==> src/rtl/query_port_arbiter.sv <==
// Round-robin arbiter sharing the read RAM's single query port between N_REQ queues.
// A {valid, id, position} tag pipe matched to the RAM latency routes each result back to its requester.
module query_port_arbiter #(
    parameter int          N_REQ            = 4,
    parameter int          READ_NUM_WIDTH   = 9,
    parameter int          RAM_LAT          = 4,
    parameter logic [31:0] QUERY_COUNT_INIT = 32'd0
) (
    input  logic                              clk,
    input  logic                              reset,
    input  logic                              stall,
    input  logic [N_REQ-1:0]                  req_valid,
    input  logic [N_REQ*READ_NUM_WIDTH-1:0]   req_read_num,
    input  logic [N_REQ*7-1:0]                req_position,
    output logic [N_REQ-1:0]                  req_ready,
    output logic [READ_NUM_WIDTH-1:0]         query_read_num_RAM_read,
    output logic [6:0]                        query_position_RAM_read,
    input  logic [7:0]                        new_read_query_RAM_read,
    output logic [N_REQ-1:0]                  resp_valid,
    output logic [7:0]                        resp_data,
    output logic [6:0]                        resp_position,
    output logic [31:0]                       query_count
);
    localparam int ID_W = $clog2(N_REQ);

    typedef struct packed {
        logic            valid;
        logic [ID_W-1:0] id;
        logic [6:0]      position;
    } tag_t;

    logic [ID_W-1:0]           r_rr_ptr;
    logic                      r_issue_valid;
    logic [ID_W-1:0]           r_issue_id;
    logic [READ_NUM_WIDTH-1:0] r_query_read_num;
    logic [6:0]                r_query_position;
    logic [31:0]               r_query_count;
    tag_t                      r_pipe [RAM_LAT];

    logic [N_REQ-1:0]          w_req_eff;
    logic [ID_W-1:0]           w_idx;
    logic [ID_W-1:0]           w_grant_id;
    logic                      w_grant_found;
    logic [READ_NUM_WIDTH-1:0] w_sel_read_num;
    logic [6:0]                w_sel_position;
    tag_t                      w_last;

    assign w_req_eff = (stall || reset) ? '0 : req_valid;

    // Walk from the highest offset down so the lowest offset from r_rr_ptr wins.
    always_comb begin
        w_grant_found = 1'b0;
        w_grant_id    = '0;
        w_idx         = '0;
        for (int k = N_REQ - 1; k >= 0; k--) begin
            w_idx = ID_W'((int'(r_rr_ptr) + k) % N_REQ);
            if (w_req_eff[w_idx]) begin
                w_grant_found = 1'b1;
                w_grant_id    = w_idx;
            end
        end
    end

    always_comb begin
        req_ready      = '0;
        w_sel_read_num = '0;
        w_sel_position = '0;
        if (w_grant_found) req_ready[w_grant_id] = 1'b1;
        for (int i = 0; i < N_REQ; i++) begin
            if (w_grant_id == ID_W'(i)) begin
                w_sel_read_num = req_read_num[i*READ_NUM_WIDTH +: READ_NUM_WIDTH];
                w_sel_position = req_position[i*7 +: 7];
            end
        end
    end

    always_ff @(posedge clk) begin
        if (reset) begin
            r_rr_ptr         <= '0;
            r_issue_valid    <= 1'b0;
            r_issue_id       <= '0;
            r_query_read_num <= '0;
            r_query_position <= '0;
            r_query_count    <= QUERY_COUNT_INIT;
            // NOTE: the whole tag is cleared, not just valid, so resp_position is defined after reset.
            for (int s = 0; s < RAM_LAT; s++) r_pipe[s] <= '0;
        end else if (!stall) begin
            r_issue_valid <= w_grant_found;
            if (w_grant_found) begin
                r_issue_id       <= w_grant_id;
                r_query_read_num <= w_sel_read_num;
                r_query_position <= w_sel_position;
                r_rr_ptr         <= (w_grant_id == ID_W'(N_REQ - 1)) ? '0 : w_grant_id + 1'b1;
                if (r_query_count != '1) r_query_count <= r_query_count + 32'd1;
            end
            r_pipe[0] <= '{valid: r_issue_valid, id: r_issue_id, position: r_query_position};
            for (int s = 1; s < RAM_LAT; s++) r_pipe[s] <= r_pipe[s-1];
        end
    end

    assign w_last = r_pipe[RAM_LAT-1];

    always_comb begin
        resp_valid = '0;
        if (w_last.valid && !stall && !reset) resp_valid[w_last.id] = 1'b1;
    end

    assign resp_data               = new_read_query_RAM_read;
    assign resp_position           = w_last.position;
    assign query_read_num_RAM_read = r_query_read_num;
    assign query_position_RAM_read = r_query_position;
    assign query_count             = r_query_count;

endmodule

==> config.mk <==
export PLATFORM = sky130hd
export DESIGN_NAME = query_port_arbiter
export DESIGN_NICKNAME = d
export VERILOG_FILES = /design/src/rtl/query_port_arbiter.sv
export SDC_FILE = /design/constraint.sdc
export NUM_CORES = 1
export LEC_CHECK = 0
export CORE_ASPECT_RATIO = 0.5
export CORE_MARGIN = 3
export CORE_UTILIZATION = 50
export CTS_BUF_LIST = sky130_fd_sc_hd__clkbuf_16
export DETAILED_ROUTE_END_ITERATION = 12
export GPL_TIMING_DRIVEN = 1
export PLACE_DENSITY_LB_ADDON = 0.08
export SYNTH_ARGS = -nofsm -noshare
export SYNTH_HDL_FRONTEND = slang
export SYNTH_SLANG_ARGS = --single-unit
==> constraint.sdc <==
create_clock -name clk -period 6.35 [get_ports clk]
set_input_delay 0.635 -clock clk [delete_from_list [all_inputs] [get_ports clk]]
set_output_delay 0.635 -clock clk [all_outputs]
set_load 0.01 [all_outputs]
Word level (Yosys, flattened, before mapping) --
Memory sizes are Yosys's and may differ from the RTL's. Index checks and enable logic that the tools add are counted.
Storage, ports and cells: register bits 53, RAM bits 40, input bits 79, output and inout port bits 71, memories kept 1
Memory list:
- r_pipe | words 4, width 10, read ports 4, clocked after Yosys merged registers in 0, write ports 4, line 38 | tag_t r_pipe [RAM_LAT];
Operators by class: add/sub/neg operators 5, magnitude comparators 8, eq/ne operators 4, mux-type cells 41, bitwise logic cells 5, reductions and logical operators 10
Operator list (number):
- 2-to-1 mux 10 bit | 4
- 2-to-1 mux 9 bit | 4
- adder 32 x 1 -> 32 bit (second input constant) | 1
- inequality test 32 bit (second input constant) | 1
- 2-to-1 mux 7 bit | 4
- < comparator 2 x 3 -> 1 bit (second input constant) | 6
- 2-to-1 mux 1 bit | 15
- 2-to-1 mux 4 bit | 3
- 2-to-1 mux 2 bit | 5
- binary-select mux 1 bit (select 2 bit) | 4
- adder 2 x 1 -> 2 bit (second input constant) | 2
- adder 2 bit (second input constant) | 2
- demux 1 bit (select 2 bit) | 2
- == test 2 bit (second input constant) | 2
- >= comparator 2 x 1 -> 1 bit (second input constant) | 2
- logical AND 1 bit | 4
- bitwise OR 1 bit | 4
- AND reduction 3 bit | 1
- == test 2 x 1 -> 1 bit (second input constant) | 1
- logical NOT 1 bit | 2
- logical NOT 2 bit | 1
- AND reduction 2 bit | 1
- logical OR 1 bit | 1
- inverter 1 bit | 1

Longest topological paths before layout --
Gate-level depths: netlist of run 1.
depth after elaboration 13, gate-level depth with buffers 13, depth with buffers taken out 10

Worst setup path after synthesis of run 1 --
OpenSTA, ideal clock, no wires.
path kind input to output, from input port reset, to output port req_ready[1], arrival 2.520 ns, setup slack 3.195 ns, stages on the path 8, cells stage by stage clkbuf_1 nor2_1 o21ai_0 nor3b_1 ha_1 clkbuf_1 clkbuf_1 and2_1
Between the ends: cells in the longest elaborated chain, start to end 13, elaborated cells between the ends (all ways) 24, those cells by class order compare (2); mux (20); reduce/logical (2)
Ends and longest elaborated chain:
- start: declaration | line 10 | input logic reset,
- logical OR 1 bit (*) | line 48 | assign w_req_eff = (stall || reset) ? '0 : req_valid;
- 2-to-1 mux 4 bit (*) | line 48
- binary-select mux 1 bit (select 2 bit) | line 57 | if (w_req_eff[w_idx]) begin
- 2-to-1 mux 1 bit (implied by the code) | line 57
- 2-to-1 mux 2 bit (3 in a row) | line 57
- 2-to-1 mux 2 bit (*) | line 57
- named net w_grant_id[0] | line 42 | logic [ID_W-1:0] w_grant_id;
- < comparator 2 x 3 -> 1 bit (implied by the code) or >= comparator 2 x 1 -> 1 bit (tied branches) | line 68 | if (w_grant_found) req_ready[w_grant_id] = 1'b1;
- logical AND 1 bit (implied by the code) | line 68
- 2-to-1 mux 1 bit (implied by the code) | line 68
- demux 1 bit (select 2 bit) (*) | line 68
- 2-to-1 mux 4 bit (*) | line 68
- end: declaration | line 15 | output logic [N_REQ-1:0] req_ready,
Mark *: on every way through the listed nets, which the timed path passes. The rest lies on a longest branch. The select of a mux whose other input is x is not followed.

Worst setup path after layout of run 1 --
from input port req_valid[0], to output port req_ready[1]
Between the ends: cells in the longest elaborated chain, start to end 12, elaborated cells between the ends (all ways) 23, those cells by class order compare (2); mux (20); reduce/logical (1)
Ends and longest elaborated chain:
- start: declaration | line 12 | input logic [N_REQ-1:0] req_valid,
- 2-to-1 mux 4 bit (*) | line 48
- binary-select mux 1 bit (select 2 bit) | line 57
- 2-to-1 mux 1 bit (implied by the code) | line 57
- 2-to-1 mux 2 bit (3 in a row) | line 57
- 2-to-1 mux 2 bit (*) | line 57
- named net w_grant_id[0] | line 42
- < comparator 2 x 3 -> 1 bit (implied by the code) or >= comparator 2 x 1 -> 1 bit (tied branches) | line 68
- logical AND 1 bit (implied by the code) | line 68
- 2-to-1 mux 1 bit (implied by the code) | line 68
- demux 1 bit (select 2 bit) (*) | line 68
- 2-to-1 mux 4 bit (*) | line 68
Marks and branches as above.

==> results of run 1 <==
-- critical path: stages --
cell and delay [ns]:
clkdlybuf4s50_1 0.47, nor2b_1 0.17, mux4_2 0.46, nor3b_1 0.48
ha_1 0.71, and2_1 0.22, clkdlybuf4s50_1 0.53
-- layout make-up --
class	instances	area, um^2	area share, %
well taps	112	140	2.31
flip-flops and latches	93	2260	37.3
repair buffers	138	1370	22.5
clock inverters	7	57.6	0.948
inverters	10	37.5	0.618
multi-input cells	320	1980	32.6
clock buffers	9	225	3.71
-- per-stage QoR --
stage / std cells / utilization (%)
final: 689 / 72.5
after global routing: 689 / 72.5
after CTS: 689 / 72.5
after detailed placement: 673 / 69.1
after floorplan: 467 / -
after global placement: 673 / 69.1
-- kinds of logic (layout without fill, tap and decap cells) --
logic type / after synthesis / after routing
AOI/OAI and AO/OA: 124 / 124
buffers and inverters: 54 / 164
xor gates and xnor gates: 5 / 5
muxes: 4 / 4
DFF: 93 / 93
adders and majority gates: 5 / 5
and+or+nand+nor: 182 / 182
-- where the power goes --
group	switching, W	internal (W)
combinational	0.0000711	0.0000859
clock	0.000239	0.000271
sequential	0.0000113	0.000650
-- path summary, 6_finish.rpt --
check | startpoint | endpoint | depth (start not counted)
worst max-delay path | req_valid[0] | req_ready[1] | 7
worst min-delay path | r_issue_id[1] | r_issue_id[1] | 2
worst max register to register | r_rr_ptr[1] | query_position_RAM_read[1] | 8
worst min register to register | r_issue_id[1] | r_issue_id[1] | 2
-- sequential cells by signal, summed over array words and instances, names as in the netlist --
name / flops
query_read_num_RAM_read: 9
query_position_RAM_read: 7
query_count: 32
r_issue_valid: 1
r_rr_ptr: 2
r_pipe: 40
r_issue_id: 2
-- routing by layer --
metal	wire length [um]	share of wire, %	up-vias
met3	614	5.3	26
met4	214	1.9	0
met5	0	0	-
met2	5470	48	108
met1	5200	45	1829
li1	-	-	1925
-- cell usage in the layout (no fill, tap or decap), types with 3 or more instances in the layout --
cell             synthesis  routed
o21ai_0                 30      30
nor4_1                   3       3
and2_1                  43      43
inv_1                   10      10
nand2_1                 24      23
nand3_1                 12      12
or4_1                    7       7
nor2b_1                 20      20
buf_4                   15       5
nor3_1                  19      19
edfxtp_1                40      40
or3_1                   12      12
ha_1                     5       5
clkbuf_16                0       9
xnor2_1                  4       4
o31ai_1                  5       5
nand4_1                 11      11
o41ai_1                  5       5
dfxtp_1                 53      53
clkdlybuf4s50_1          0     133
o311ai_0                 3       3
nor2_1                  15      14
a221oi_1                16      16
a21oi_1                 54      54
==> out/results.ini, run 1 <==
[floorplanning]
die_area_um2=10300
io_pins=150
num_rows=23
die_h_um=73.2
core_area_um2=8370
die_w_um=140
start_util_pct=54.0

[placement]
dpl.hpwl_mm=8.00
port_buffers=133
dp_slack_ns=2.11
place_area_um2=5790
place_congestion=0.846

[sta]
fin_ws_ns=2.04
post-route-period-util_pct=67.9
slew_headroom_pct=22.7
worstMarginPinSlew_ns=1.16
slew_violations=0
fin_worst_skew_ns=0.00847
rsz0062_at_grt=no
hold_ws_ns=0.443
fmax_mhz=232
tns_ns=0
hold_viol=0
setup_viol=0
min_period_ns=4.31

[synth]
muxShareOfSynthArea_pct=1.19
netlist_area_um2=4520
postSynthCellCount=467
synth_top_family_by_area=simple AND/OR/NAND/NOR gates
synth_top_cell_by_area=edfxtp_1
synth_compound_area_share_pct=16.7
syn_area_per_cell_um2=9.68
synthXorXnorAreaFrac_pct=0.969
yosysMostFrequentCell=a21oi_1
synth_warnings=0
synthFlopType=dfxtp_1
synth.area.top_cells=edfxtp_1 27%, dfxtp_1 23%, a21oi_1 6.0%
synth_edf_count=40
synth_fp_nets=551
ys_seq_elements=93
synth-simple-area-share_pct=23.3
ys_types=53
async_flop_share_pct=0
synthAdderAreaFrac_pct=1.38
yosys-top-cells-count=54 x a21oi_1, 53 x dfxtp_1, 43 x and2_1
yosysTopAreaCellShare_pct=26.6
yosysSeqAreaShare_pct=50.1

[grt]
grtUsageTotal_pct=23.1
grt_pass1_vias=3659
use_met3_pct=6.48
gr-total-overflow=0
grt_max_degree=45
grt_use_met1_pct=30.3
use_met2_pct=37.9
grt_pass1_wl_mm=18.8
antenna_found_initial=0
grt-busiest-layer=met2

[critical_path]
critical_path_arrival_ns=3.68
worst-setup-path-type=in2out
crit_path_max_fanout=18
crit_path_end_kind=output pin
cp-start-kind=input pin
required_ns=5.71
rrSetupSlack_ns=2.87

[clock_tree]
cts_hold_buf=0
h-tree-depth=3
clkSlewWorstSetupHoldPaths_ns=0.07
cts_max_path_buffers=2
cts.sinks=93
clock-root-buffer=clkbuf_16
clk_latency_ns=0.34
cts_resized=0
cts_buffers=9
cts_tree=yes
cts_setup_buffers=0

[pwr]
irDropWorstVdd_v=0.000142
total_power_w=0.00133
total_leakage_power_nw=2.10
powerDensity_nw_per_um2=219

[route]
wirelength_mm=11.5
drt-initial-drc-count=190
vias=3888
wl_per_cell_um=16.7
drcViolationCount=0
drtPass1Iterations=5
ant_nets=0
via_per_inst=5.64

[cells_and_area]
antennaDiodeCount=0
nNetsFinal=656
fin_area_um2=6070
drive_above_1_share_pct=5.89
n_fill_cell=664
syn_to_final_growth_pct=34.3

[status]
status=completed

[min_path]
worstHoldPathType=reg2reg

[job]
maxCapViolations=0

Note: power is estimated with default switching activity, not from simulation.
==> run 2: changes to the inputs <==
--- a/config.mk
+++ b/config.mk
@@ -7,7 +7,7 @@
 export LEC_CHECK = 0
 export CORE_ASPECT_RATIO = 0.5
 export CORE_MARGIN = 3
-export CORE_UTILIZATION = 50
+export CORE_UTILIZATION = 46
 export CTS_BUF_LIST = sky130_fd_sc_hd__clkbuf_16
 export DETAILED_ROUTE_END_ITERATION = 12
 export GPL_TIMING_DRIVEN = 1
==> constraint.sdc (replaced) <==
create_clock -name clk -period 4 [get_ports clk]
set_input_delay 0.4 -clock clk [delete_from_list [all_inputs] [get_ports clk]]
set_output_delay 0.4 -clock clk [all_outputs]
set_load 0.01 [all_outputs]
==> out/results.ini, run 2 (synthesis gave the netlist of run 1 again) <==
[route]
wirelength_mm=11.4
vias=3861
wl_per_cell_um=16.0
via_per_inst=5.43
ant_nets=0
drtPass1Iterations=4
drt-initial-drc-count=170
drcViolationCount=0

[clock_tree]
cts_buffers=9
cts_tree=yes
clkSlewWorstSetupHoldPaths_ns=0.07
h-tree-depth=3
cts_hold_buf=0
cts_resized=0
cts.sinks=93
cts_setup_buffers=0
clk_latency_ns=0.35
cts_max_path_buffers=2
clock-root-buffer=clkbuf_16

[pwr]
irDropWorstVdd_v=0.000240
total_leakage_power_nw=2.14
powerDensity_nw_per_um2=357
total_power_w=0.00220

[critical_path]
cp-start-kind=input pin
critical-path-max-stage-delay_ns=0.56
slowest_stage=clkdlybuf4s50_1
crit_path_max_fanout=5
required_ns=3.60
cp_common_cell=clkdlybuf4s50_1
worst-setup-path-type=in2out
path_cells=clkdlybuf4s50_1 -> nor2b_1 -> mux4_2 -> nor3b_1 -> buf_4 -> ha_1 -> and2_1 -> clkdlybuf4s50_1
critical_path_arrival_ns=2.83
crit_path_end_kind=output pin

[floorplanning]
io_pins=150
start_util_pct=49.5
die_h_um=76.1
die_w_um=146
num_rows=24
die_area_um2=11100
core_area_um2=9130

[placement]
place_congestion=0.841
dp_slack_ns=0.770
dpl.hpwl_mm=7.88
port_buffers=133
placed_cells=695

[cells_and_area]
antennaDiodeCount=0
regMostFlops=r_pipe
layout_commonest_cell=clkdlybuf4s50_1
n_fill_cell=774
drive_above_1_share_pct=6.54
syn_to_final_growth_pct=36.2
layout.cells.non_filler=711
multi_input_area_um2=1980
largest_register_ffs=40
nNetsFinal=660
final_cell_mix=133 x clkdlybuf4s50_1, 54 x a21oi_1, 53 x dfxtp_1
regArea_um2=2260

[sta]
hold_viol=0
worstMarginPinSlew_ns=1.15
fin_worst_skew_ns=0.0112
setup_viol=0
fin_ws_ns=0.773
post-route-period-util_pct=80.7
fmax_mhz=310
rsz0062_at_grt=no
slew_violations=0
min_period_ns=3.23
tns_ns=0
slew_headroom_pct=22.5

[status]
status=completed

[grt]
gr-total-overflow=0
grt_pass1_vias=3670
grt_max_degree=42
grt_pass1_wl_mm=18.5
antenna_found_initial=0
grtUsageTotal_pct=20.4

[job]
maxCapViolations=0

[min_path]
worstHoldPathType=reg2reg

==> run 2: final cells by class <==
cell class | count | area share [%]
Sequential cell | 93 | 36.7
Multi-Input combinational cell | 320 | 32.1
Timing Repair Buffer | 142 | 22.7
Clock buffer | 9 | 3.66
Tap cell | 130 | 2.64
Clock inverter | 7 | 1.48
Inverter | 10 | 0.610
==> run 2: per-stage QoR <==
| stage | hold slack (ns) | area, um^2 | util (%) |
|---|---|---|---|
| floorplan | 0.415 | 4520 | - |
| global placement | 0.433 | 5840 | 64.0 |
| detailed placement | 0.432 | 5840 | 64.0 |
| CTS | 0.442 | 6160 | 67.4 |
| global route | 0.473 | 6160 | 67.4 |
| finish | 0.443 | 6160 | 67.4 |
==> run 2: final timing paths <==
path                   from              end  slack (ns)  cells after the start
max            req_valid[0]     req_ready[1]        0.77                      8
min reg2reg   r_issue_id[0]    r_issue_id[0]        0.44                      2
max reg2reg  query_count[0]  query_count[20]        1.30                      6
min           r_issue_id[0]    r_issue_id[0]        0.44                      2
==> run 2: critical path, delay by kind of cell <==
kind | cells | cell delay, ns
buffers and inverters | 3 | 1.18
and+or+nand+nor | 3 | 0.54
muxes | 1 | 0.47
adders and majority gates | 1 | 0.24
==> run 2: layer usage <==
metal / part of all wire, % / GRT usage (%) / vias to the layer above / wire (um)
met5: 0 / 0 / - / 0
met4: 3.0 / 8.16 / 0 / 341
met3: 5.2 / 6.06 / 29 / 588
met2: 48 / 34.4 / 96 / 5480
met1: 44 / 24.6 / 1805 / 4940
li1: - / - / 1931 / -
==> run 2: report_power, final <==
| part | internal (W) | leakage (nW) | total [W] | switching (W) |
|---|---|---|---|---|
| clock network | 0.000500 | 0.151 | 0.000896 | 0.000397 |
| registers | 0.00103 | 0.875 | 0.00105 | 0.0000169 |
| logic | 0.000139 | 1.11 | 0.000250 | 0.000111 |
| total | 0.00167 | 2.14 | 0.00220 | 0.000525 |
